==> config.mk <==
export PLATFORM = sky130hd
export DESIGN_NAME = branch_resolve_ctrl
export DESIGN_NICKNAME = d
export VERILOG_FILES = /design/src/rtl/branch_pkg.sv /design/src/rtl/bht_2bit.sv /design/src/rtl/branch_resolve_ctrl.sv
export SDC_FILE = /design/constraint.sdc
export NUM_CORES = 1
export LEC_CHECK = 0
export BUFFER_PORTS_ARGS = -buffer_cell sky130_fd_sc_hd__clkbuf_2
export CAP_MARGIN = 40
export CORE_MARGIN = 3
export CORE_UTILIZATION = 45
export CTS_CLUSTER_DIAMETER = 30
export DETAILED_ROUTE_END_ITERATION = 8
export PLACE_DENSITY = 0.66
export SLEW_MARGIN = 15
export SYNTH_ARGS = -nofsm -noshare
export SYNTH_HDL_FRONTEND = slang
export SYNTH_SLANG_ARGS = --single-unit
==> constraint.sdc <==
create_clock -name i_clk -period 5 [get_ports i_clk]
set_input_delay 0.75 -clock i_clk [delete_from_list [all_inputs] [get_ports i_clk]]
set_output_delay 0.75 -clock i_clk [all_outputs]
set_load 0.005 [all_outputs]
==> src/rtl/branch_pkg.sv <==
// Shared types and helpers for branch prediction and resolution.
package branch_pkg;

  // 2-bit saturating direction counter; MSB is the predicted direction.
  typedef enum logic [1:0] {
    SNT = 2'b00,
    WNT = 2'b01,
    WT  = 2'b10,
    ST  = 2'b11
  } bht_state_t;

  typedef enum logic {
    IDLE  = 1'b0,
    FLUSH = 1'b1
  } brc_state_t;

  localparam bht_state_t BHT_RESET_VAL = WNT;

  // Conditional branch funct3 encodings, shared with branch_con.
  localparam logic [2:0] F3_BEQ  = 3'b000;
  localparam logic [2:0] F3_BNE  = 3'b001;
  localparam logic [2:0] F3_BLT  = 3'b100;
  localparam logic [2:0] F3_BGE  = 3'b101;
  localparam logic [2:0] F3_BLTU = 3'b110;
  localparam logic [2:0] F3_BGEU = 3'b111;

  // Saturating counter step toward the resolved direction.
  function automatic bht_state_t bht_next(input bht_state_t cur, input logic taken);
    bht_state_t nxt;
    nxt = cur;
    unique case (cur)
      SNT:     nxt = taken ? WNT : SNT;
      WNT:     nxt = taken ? WT  : SNT;
      WT:      nxt = taken ? ST  : WNT;
      ST:      nxt = taken ? ST  : WT;
      default: nxt = BHT_RESET_VAL;
    endcase
    return nxt;
  endfunction

endpackage

==> src/rtl/bht_2bit.sv <==
// Branch history table: async read for fetch, sync saturating update from execute.
module bht_2bit
  import branch_pkg::*;
#(
  parameter int unsigned DEPTH = 64,
  parameter int unsigned IDX_W = $clog2(DEPTH)
) (
  input  logic             i_clk,
  input  logic             i_rst_n,
  input  logic [IDX_W-1:0] i_rd_idx,
  output bht_state_t       o_rd_state,
  input  logic             i_wr_en,
  input  logic [IDX_W-1:0] i_wr_idx,
  input  logic             i_wr_taken
);

  bht_state_t r_bht [DEPTH];

  // Table storage: reset every entry to weakly not-taken, else saturating update on write.
  always_ff @(posedge i_clk) begin
    if (!i_rst_n) begin
      for (int unsigned i = 0; i < DEPTH; i++) begin
        r_bht[i] <= BHT_RESET_VAL;
      end
    end else if (i_wr_en) begin
      r_bht[i_wr_idx] <= bht_next(r_bht[i_wr_idx], i_wr_taken);
    end
  end

  // No write bypass: a same-index read in the update cycle sees the old value.
  assign o_rd_state = r_bht[i_rd_idx];

endmodule

==> src/rtl/branch_resolve_ctrl.sv <==
// Branch resolution: BHT prediction, mispredict redirect, IF/ID flush, perf counters.
module branch_resolve_ctrl
  import branch_pkg::*;
#(
  parameter int unsigned BHT_DEPTH    = 64,
  parameter int unsigned FLUSH_CYCLES = 2,
  parameter int unsigned CNT_W        = 32
) (
  input  logic             i_clk,
  input  logic             i_rst_n,
  input  logic             i_if_valid,
  input  logic [31:0]      i_if_pc,
  output logic             o_if_pred_taken,
  input  logic             i_ex_valid,
  input  logic             i_ex_is_branch,
  input  logic             i_ex_is_jump,
  input  logic [31:0]      i_ex_pc,
  input  logic             i_ex_pred_taken,
  input  logic             i_ex_br_taken,
  input  logic [31:0]      i_ex_target,
  output logic             o_redirect_valid,
  output logic [31:0]      o_redirect_pc,
  output logic             o_flush_if,
  output logic             o_flush_id,
  output logic             o_busy,
  output logic [CNT_W-1:0] o_branch_cnt,
  output logic [CNT_W-1:0] o_mispred_cnt
);

  localparam int unsigned IDX_W = $clog2(BHT_DEPTH);
  localparam int unsigned FC_W  = (FLUSH_CYCLES > 1) ? $clog2(FLUSH_CYCLES) : 1;
  localparam logic [FC_W-1:0] FC_LOAD = FC_W'(FLUSH_CYCLES - 1);

  brc_state_t        r_state, w_state_next;
  logic [FC_W-1:0]   r_flush_cnt;
  logic              r_redirect_valid;
  logic [31:0]       r_redirect_pc;
  logic [CNT_W-1:0]  r_branch_cnt, r_mispred_cnt;

  bht_state_t        w_if_state;
  logic [IDX_W-1:0]  w_if_idx, w_ex_idx;
  logic              w_is_br, w_res, w_actual, w_mispred, w_bht_we;
  logic [31:0]       w_fallthru;

  assign w_if_idx   = i_if_pc[IDX_W+1:2];
  assign w_ex_idx   = i_ex_pc[IDX_W+1:2];
  // A jump flagged as a branch too is resolved as a jump.
  assign w_is_br    = i_ex_is_branch & ~i_ex_is_jump;
  assign w_res      = i_ex_valid & (i_ex_is_branch | i_ex_is_jump) & (r_state == IDLE);
  assign w_actual   = i_ex_is_jump | i_ex_br_taken;
  assign w_mispred  = w_res & (w_actual != i_ex_pred_taken);
  assign w_bht_we   = w_res & w_is_br;
  assign w_fallthru = i_ex_pc + 32'd4;

  bht_2bit #(
    .DEPTH (BHT_DEPTH),
    .IDX_W (IDX_W)
  ) u_bht (
    .i_clk      (i_clk),
    .i_rst_n    (i_rst_n),
    .i_rd_idx   (w_if_idx),
    .o_rd_state (w_if_state),
    .i_wr_en    (w_bht_we),
    .i_wr_idx   (w_ex_idx),
    .i_wr_taken (i_ex_br_taken)
  );

  assign o_if_pred_taken = i_if_valid & w_if_state[1];

  // FSM state register.
  always_ff @(posedge i_clk) begin
    if (!i_rst_n) r_state <= IDLE;
    else          r_state <= w_state_next;
  end

  // FSM next state: a mispredict starts a flush window of FLUSH_CYCLES cycles.
  always_comb begin
    w_state_next = r_state;
    unique case (r_state)
      IDLE:    if (w_mispred) w_state_next = FLUSH;
      FLUSH:   if (r_flush_cnt == '0) w_state_next = IDLE;
      default: w_state_next = IDLE;
    endcase
  end

  // FSM outputs.
  always_comb begin
    o_busy     = 1'b0;
    o_flush_if = 1'b0;
    o_flush_id = 1'b0;
    if (r_state == FLUSH) begin
      o_busy     = 1'b1;
      o_flush_if = 1'b1;
      o_flush_id = 1'b1;
    end
  end

  // Remaining flush cycles after the current one; loaded on entry to FLUSH.
  always_ff @(posedge i_clk) begin
    if (!i_rst_n)                 r_flush_cnt <= '0;
    else if (w_mispred)           r_flush_cnt <= FC_LOAD;
    else if (r_flush_cnt != '0)   r_flush_cnt <= r_flush_cnt - 1'b1;
  end

  // Redirect pulse and latched target, valid in the first FLUSH cycle.
  always_ff @(posedge i_clk) begin
    if (!i_rst_n) begin
      r_redirect_valid <= 1'b0;
      r_redirect_pc    <= '0;
    end else begin
      r_redirect_valid <= w_mispred;
      if (w_mispred) r_redirect_pc <= w_actual ? i_ex_target : w_fallthru;
    end
  end

  // Saturating performance counters.
  always_ff @(posedge i_clk) begin
    if (!i_rst_n) begin
      r_branch_cnt  <= '0;
      r_mispred_cnt <= '0;
    end else begin
      if (w_bht_we && (r_branch_cnt != {CNT_W{1'b1}}))   r_branch_cnt  <= r_branch_cnt + 1'b1;
      if (w_mispred && (r_mispred_cnt != {CNT_W{1'b1}})) r_mispred_cnt <= r_mispred_cnt + 1'b1;
    end
  end

  assign o_redirect_valid = r_redirect_valid;
  assign o_redirect_pc    = r_redirect_pc;
  assign o_branch_cnt     = r_branch_cnt;
  assign o_mispred_cnt    = r_mispred_cnt;

endmodule
**Word-level counts from Yosys, hierarchy flattened**

Memory sizes are Yosys's and may differ from the RTL's.
Index checks and enable logic that the tools add are counted.

- Add/subtract/negate cells: 4
- Eq/ne operators: 6
- Multiplexer cells: 21
- Bitwise operators: 10
- Reduce and logical (&&, ||, !) cells: 4

Operator list:

| operator | number |
|---|---|
| 32-bit by 1-bit adder with 32-bit output, second input constant | 2 |
| 32-bit inequality test, second input constant | 2 |
| 32-bit by 3-bit adder with 32-bit output, second input constant | 1 |
| 32-bit 2-to-1 mux | 1 |
| 1-bit 2-to-1 mux | 12 |
| 2-bit 2-to-1 mux | 5 |
| 2-bit one-hot mux with 4 select lines | 1 |
| 1-bit bitwise AND | 6 |
| 6-bit 2-to-1 mux | 1 |
| 2-bit == test, second input constant | 2 |
| 2-bit by 1-bit == test with 1-bit output, second input constant | 1 |
| 1-bit logical AND | 2 |
| 2-bit zero test | 1 |
| 1-bit NOT | 2 |
| 1-bit OR | 2 |
| 1-bit one-hot mux with 2 select lines | 1 |
| 2-bit OR reduction | 1 |
| 1-bit inequality test | 1 |
| 1-bit subtractor, second input constant | 1 |

- Bits in registers: 99
- Bits in writable memories: 128
- Output and inout port bits: 101
- Memories kept: 1

Memories:

| memory | depth | bits a word | rd ports | clocked after memory_dff | wr ports | RTL line | source |
|---|---|---|---|---|---|---|---|
| u_bht.r_bht | 64 | 2 | 2 | 0 | 64 | bht_2bit.sv:17 | `bht_state_t r_bht [DEPTH];` |

**Logic depth before layout (Yosys ltp)**

Gate-level depths: netlist of the first run.

- Depth in word-level cells: 9
- Depth in mapped cells: 13
- Gate-level depth less buffers: 8

**Cells and area by module**

A second synthesis of the first run with hierarchy kept.

- Cells, all modules: 1289
- Area, all modules: 12837.3 um^2

By module, submodules not included:

| module | instances | cells an instance | area an instance (um^2) | sequential area each (um^2) |
|---|---|---|---|---|
| bht_2bit | 1 | 630 | 7498.4 | 3843.7 |
| branch_resolve_ctrl | 1 | 659 | 5338.9 | 1961.9 |

**Least setup slack after synthesis of the first run**

OpenSTA, ideal clock, no wires.

- Path kind: input to output
- From: input port i_if_pc[2]
- To: output port o_if_pred_taken
- Data arrival time: 3.063 ns
- Data required time: 4.250 ns
- Path slack: 1.187 ns
- Stages: 6
- Path through: clkbuf_1 buf_2 mux4_2 mux4_2 mux4_2 and2_1

- Word-level cells in the longest chain between the ends: 2

Ends and longest elaborated chain:

| item | RTL line | source |
|---|---|---|
| start: declaration | branch_resolve_ctrl.sv:12 | `input logic [31:0] i_if_pc,` |
| memory 64 x 2 bit | -- |  |
| 1-bit bitwise AND | branch_resolve_ctrl.sv:68 | `assign o_if_pred_taken = i_if_valid & w_if_state[1];` |
| end: declaration | branch_resolve_ctrl.sv:13 | `output logic o_if_pred_taken,` |

No other way between the ends.

**Final worst setup path of the first run**

Same ends and word-level chain as after synthesis.

==> key figures, run 1 <==
Power
  – Pleak: roughly 0.0054 µW
  – Maximum VDD drop: between 0.2 and 0.3 mV
  – PwrDens: roughly 380 mW/mm²

Cells and area
  – Share of post-route cells with drive strength above 1: 0.226
  – Register area: 0.00581 mm²
  – Commonest non-fill, non-tap cell in the layout: clkbuf_2
  – Nets: 1500
  – # diodes: 0
  – Layout fillers: about 2300
  – Commonest non-fill, non-tap cells in the layout: clkbuf_2 (176), edfxtp_1 (128), nand2_1 (104)
  – Multi-input gate area in the final layout: 0.00585 mm²
  – Area Overhead vs Synth: 22.3%

STA
  – Worst-Margin Slew: 884 ps
  – Hold_ws: roughly 450 ps
  – Minimum clock period: 3970 ps
  – TNS Setup: 0 ps
  – Final Max Slew Viols: 0
  – Setup Viol. Count Final: 0
  – RSZ-0062 raised after global routing: no
  – Final period util: 0.795
  – Relative slew margins: 0.409
  – Final hold vios: 0
  – Clk_skew: around 30 ps
  – F_max: about 0.25 GHz

Placement
  – GP Congestion: approximately 0.86
  – Hpwl dp: roughly 24000 µm
  – Port bufs: between 150 and 200

Logic synthesis
  – Main synth FF type: edfxtp_1
  – Post-Syn Instances: around 1200
  – Async SR Flop Fraction: 0
  – Number of flops mapped to enable cells by yosys: 128
  – Yosys top cell area share: 0.315
  – Syn Area/Cell: between 9 and 10 µm²
  – Synthesized area: 0.0122 mm²
  – Syn_nets: about 1300
  – Synth area leader: edfxtp_1
  – #FFs+latches synth: around 230
  – Synth cell types: 63
  – Seq/Total Area, Yosys: 0.476
  – Yosys warning total: 0
  – Synth area leaders: edfxtp_1 (32%), dfxtp_1 (16%), mux4_2 (4.4%)

Run status
  – Status: complete, no violations

Die
  – # IOs: 205
  – Initial Util: 0.462
  – Core Footprint: between 0.02 and 0.03 mm²
  – Site row count: between 50 and 60
  – Die area: approximately 0.029 mm²
  – Chip Height: approximately 170 µm
  – Die width: around 170 µm

Worst setup path
  – Worst path max stage delay: roughly 630 ps
  – Critical Path RT: between 4000 and 5000 ps
  – Critical Path Most Common Cell: mux4_2
  – CP top delay family: multiplexers
  – WP buf/inv: 2
  – Flop2flop setup slack: roughly 2300 ps
  – CP endpoint kind: output port
  – Crit path arrival time: 3220 ps
  – Slowest stage cell on the critical path: mux4_2
  – Cells along the critical path: clkbuf_2 -> mux4_2 -> mux4_2 -> mux4_2 -> and2_1 -> clkbuf_2
  – Crit Path Class: input port to output port
  – Startpoint types: input port
  – Crit Path Max Fanout: 16

Clocking
  – CTS tree: built
  – Setup bufs post-CTS: 0
  – Post-cts sizing count: 0
  – Clock latency on the worst-skew pair: 560 ps
  – CTS Buf Count: a little over 50
  – CTS H-tree depth: 2
  – Worst-path clk slew: 40 ps
  – Hold-fix buffers, CTS: 0
  – CTS root buffer: clkbuf_16
  – Clock Tree Buf Depth: 3
  – Clock sink count: around 230

Run
  – Maxcap violations: 0

Route
  – DRC: 0
  – DR pass1 iterations: 6
  – Final WL: approximately 36000 µm
  – DR iter-0 viols: about 1000
  – Vias: around 11000
  – Antenna-violating nets left: 0
  – Routed length per instance: around 20 µm
  – Vias/cell: a little under 6

Global route
  – Vias in the first global route: approximately 10000
  – Total grt overflow: 0
  – All-Layer GR Usage: 0.244
  – Largest net degree at the start of global routing: 96
  – Initial antenna violation count: 0
  – First-pass GRT wire length: between 50000 and 60000 µm

Min path
  – HP Class: input port to register
==> sequential cells by signal (all words and copies together), names as in the netlist <==
| name | flops |
|---|---|
| u_bht.r_bht | 128 |
| o_branch_cnt | 32 |
| o_mispred_cnt | 32 |
| o_redirect_pc | 32 |
| r_flush_cnt | 1 |
| r_state | 1 |
==> metrics by stage <==
step                 util  area [µm²]  power [µW]  cells  setup WS, ps
finish              0.565       14900        5700   1770          1030
global route        0.565       14900        5880   1770           977
detailed placement  0.502       13200        2500   1674          1030
CTS                 0.565       14900        5730   1769          1040
floorplan               -       12200        2360   1241          1190
global placement    0.500       13200        2490   1670          1060
==> per-layer routing <==
layer,global-route usage,wire length (µm)
met1,0.318,14200
met2,0.398,17100
met3,0.0656,3680
met4,0.0787,941
met5,0,0
==> layout make-up <==
| cell class | count | area share |
|---|---|---|
| Timing Repair Buffer | 205 | 0.0750 |
| Sequential cell | 226 | 0.390 |
| Clock buffer | 61 | 0.0903 |
| Inverter | 9 | 0.00227 |
| Multi-Input combinational cell | 900 | 0.392 |
| Tap cell | 335 | 0.0281 |
| Clock inverter | 34 | 0.0223 |
==> worst reg2reg max path, cell delays in order (launching register included) <==
cell and delay, ps:
edfxtp_1 360, mux2_4 270, a32o_1 240, a211oi_2 250
o221ai_1 160, or4b_1 560, maj3_2 330, buf_4 270
nand4_1 150
==> synth_stat cells (all sizes together), types with 14 or more instances <==
master / number
clkbuf: 71
nand2: 104
mux4: 24
nor2b: 22
xnor2: 48
buf: 35
a221oi: 16
nor2: 84
nor3: 79
nand3: 78
and2: 56
dfxtp: 98
xor2: 27
and3: 22
edfxtp: 128
o21ai: 92
a21oi: 23
nand4: 36
or3: 14
mux2i: 33
==> worst paths after layout <==
| path | from | endpoint | depth (start not counted) |
|---|---|---|---|
| max | i_if_pc[2] | o_if_pred_taken | 6 |
| min | i_ex_target[29] | o_redirect_pc[29] | 3 |
| min reg2reg | o_redirect_pc[4] | o_redirect_pc[4] | 2 |
| max reg2reg | u_bht.r_bht[15][0] | u_bht.r_bht[12][0] | 8 |
==> report_power, final <==
group / internal [µW] / switching (µW)
clock: 2160 / 1060
combinational: 157 / 296
sequential: 2000 / 23.4
total: 4320 / 1380
==> cell families after synthesis <==
| kind of cell | after synthesis | share of synthesized area |
|---|---|---|
| flip-flops | 226 | 0.476 |
| adder cells (fa/ha/maj) | 5 | 0.00483 |
| AND/OR/NAND/NOR | 541 | 0.229 |
| buffers and inverters | 115 | 0.0451 |
| multiplexers | 64 | 0.0782 |
| AO/OA/AOI/OAI | 215 | 0.113 |
| XOR/XNOR | 75 | 0.0539 |
Note: power is estimated with default switching activity, not from simulation.
==> run 2, diff against run 1 <==
- clock period: 5 -> 3.66 ns (I/O delays scaled with it)
==> key figures, run 2 (same netlist as run 1, synthesis figures left out) <==
Power
  – PwrDens: between 500 and 600 mW/mm²
  – Pleak: approximately 0.0055 µW
  – Maximum VDD drop: roughly 0.37 mV

Cells and area
  – Commonest non-fill, non-tap cells in the layout: clkbuf_2 (176), edfxtp_1 (128), nand2_1 (104)
  – Max reg flops: 128
  – Reg with most FFs: u_bht.r_bht
  – Multi-input gate area in the final layout: about 0.0058 mm²
  – Nets: about 1500
  – Commonest non-fill, non-tap cell in the layout: clkbuf_2
  – Final core utilization: 0.573
  – Layout fillers: around 2200
  – Area Overhead vs Synth: 23.9%
  – Register area: 0.00581 mm²
  – Share of post-route cells with drive strength above 1: 0.242
  – # diodes: 0
  – Fin cells: ~1800

Clocking
  – Clock latency on the worst-skew pair: approximately 540 ps
  – Worst-path clk slew: 50 ps
  – CTS H-tree depth: 2
  – CTS root buffer: clkbuf_16
  – Post-cts sizing count: 0
  – Clock sink count: between 200 and 250
  – CTS tree: built
  – CTS Buf Count: 51
  – Hold-fix buffers, CTS: 0
  – Setup bufs post-CTS: 0
  – Clock Tree Buf Depth: 3

STA
  – Post-route setup slack: slightly below 400 ps
  – Final Max Slew Viols: 0
  – F_max: ~0.3 GHz
  – Setup Viol. Count Final: 0
  – Final hold vios: 0
  – Relative slew margins: 0.378
  – Hold_ws: 278 ps
  – TNS Setup: 0 ps
  – Worst-Margin Slew: around 930 ps
  – Final period util: 0.892
  – Minimum clock period: around 3300 ps
  – Clk_skew: between 15 and 20 ps
  – RSZ-0062 raised after global routing: no

Route
  – DR iter-0 viols: between 900 and 1000
  – Vias/cell: between 5 and 6
  – DR pass1 iterations: 5
  – DRC: 0
  – Final WL: approximately 36000 µm
  – Routed length per instance: about 20 µm
  – Vias: between 10000 and 15000
  – Antenna-violating nets left: 0

Worst setup path
  – Critical Path RT: between 3000 and 4000 ps
  – Startpoint types: register
  – Cells along the critical path: mux4_2 -> mux4_2 -> mux4_2 -> and2_1 -> clkbuf_2
  – Flop2flop setup slack: between 800 and 900 ps
  – Slowest stage cell on the critical path: mux4_2
  – CP endpoint kind: output port
  – Crit Path Max Fanout: 2
  – Crit path arrival time: 2720 ps
  – Crit Path Class: register to output port
  – Critical Path Most Common Cell: mux4_2
  – Worst path max stage delay: 530 ps

Die
  – Initial Util: 0.462
  – Core Footprint: roughly 0.026 mm²
  – Chip Height: between 150 and 200 µm
  – Site row count: 59
  – # IOs: 205
  – Die area: a little under 0.03 mm²
  – Die width: between 150 and 200 µm

Global route
  – First-pass GRT wire length: 56300 µm
  – Largest net degree at the start of global routing: 160
  – Total grt overflow: 0
  – Vias in the first global route: roughly 10000
  – All-Layer GR Usage: 0.242
  – Initial antenna violation count: 0

Placement
  – GP Congestion: 0.871
  – Port bufs: 178
  – Hpwl dp: about 24000 µm
  – Cells after DPL: between 1500 and 2000
  – Dpl ws: roughly 230 ps

Run status
  – Status: complete, no violations

Run
  – Maxcap violations: 0

Min path
  – HP Class: input port to register
## run 2: worst max-delay path, delay by kind of cell, from the launching register on
kind                   cells  cell delay, ps
flip-flops                 1             410
AND/OR/NAND/NOR            1             160
multiplexers               3            1520
buffers and inverters      1             100
## run 2: path summary, 6_finish.rpt
| kind | start | endpoint | cells past startpoint |
|---|---|---|---|
| worst max register to register | u_bht.r_bht[11][0] | u_bht.r_bht[32][1] | 8 |
| worst max-delay path | u_bht.r_bht[3][1] | o_if_pred_taken | 5 |
| worst min register to register | o_redirect_pc[4] | o_redirect_pc[4] | 2 |
| worst min-delay path | i_ex_target[29] | o_redirect_pc[29] | 3 |
## run 2: where the power goes
| group | internal (µW) | switching, µW |
|---|---|---|
| sequential | 2730 | 32.2 |
| combinational | 243 | 413 |
| clock | 2850 | 1420 |
| total | 5830 | 1870 |
## run 2: stage by stage
step | power [µW] | area, µm²
finish | 7700 | 15100
global route | 7930 | 15100
global placement | 3450 | 13400
floorplan | 3220 | 12200
CTS | 7740 | 15100
detailed placement | 3460 | 13400
## run 2: metal layers
| layer | wire, µm | vias to the layer above | global-route usage |
|---|---|---|---|
| met5 | 0 | - | 0 |
| met4 | 1070 | 0 | 0.0857 |
| met3 | 3750 | 97 | 0.0682 |
| met2 | 16600 | 525 | 0.383 |
| met1 | 14300 | 4991 | 0.321 |
| li1 | - | 4918 | - |
## run 2: cell type report
cell class | count | area share
Clock buffer | 57 | 0.0895
Inverter | 9 | 0.00224
Clock inverter | 38 | 0.0202
Timing Repair Buffer | 226 | 0.0880
Tap cell | 335 | 0.0278
Sequential cell | 226 | 0.385
Multi-Input combinational cell | 900 | 0.387
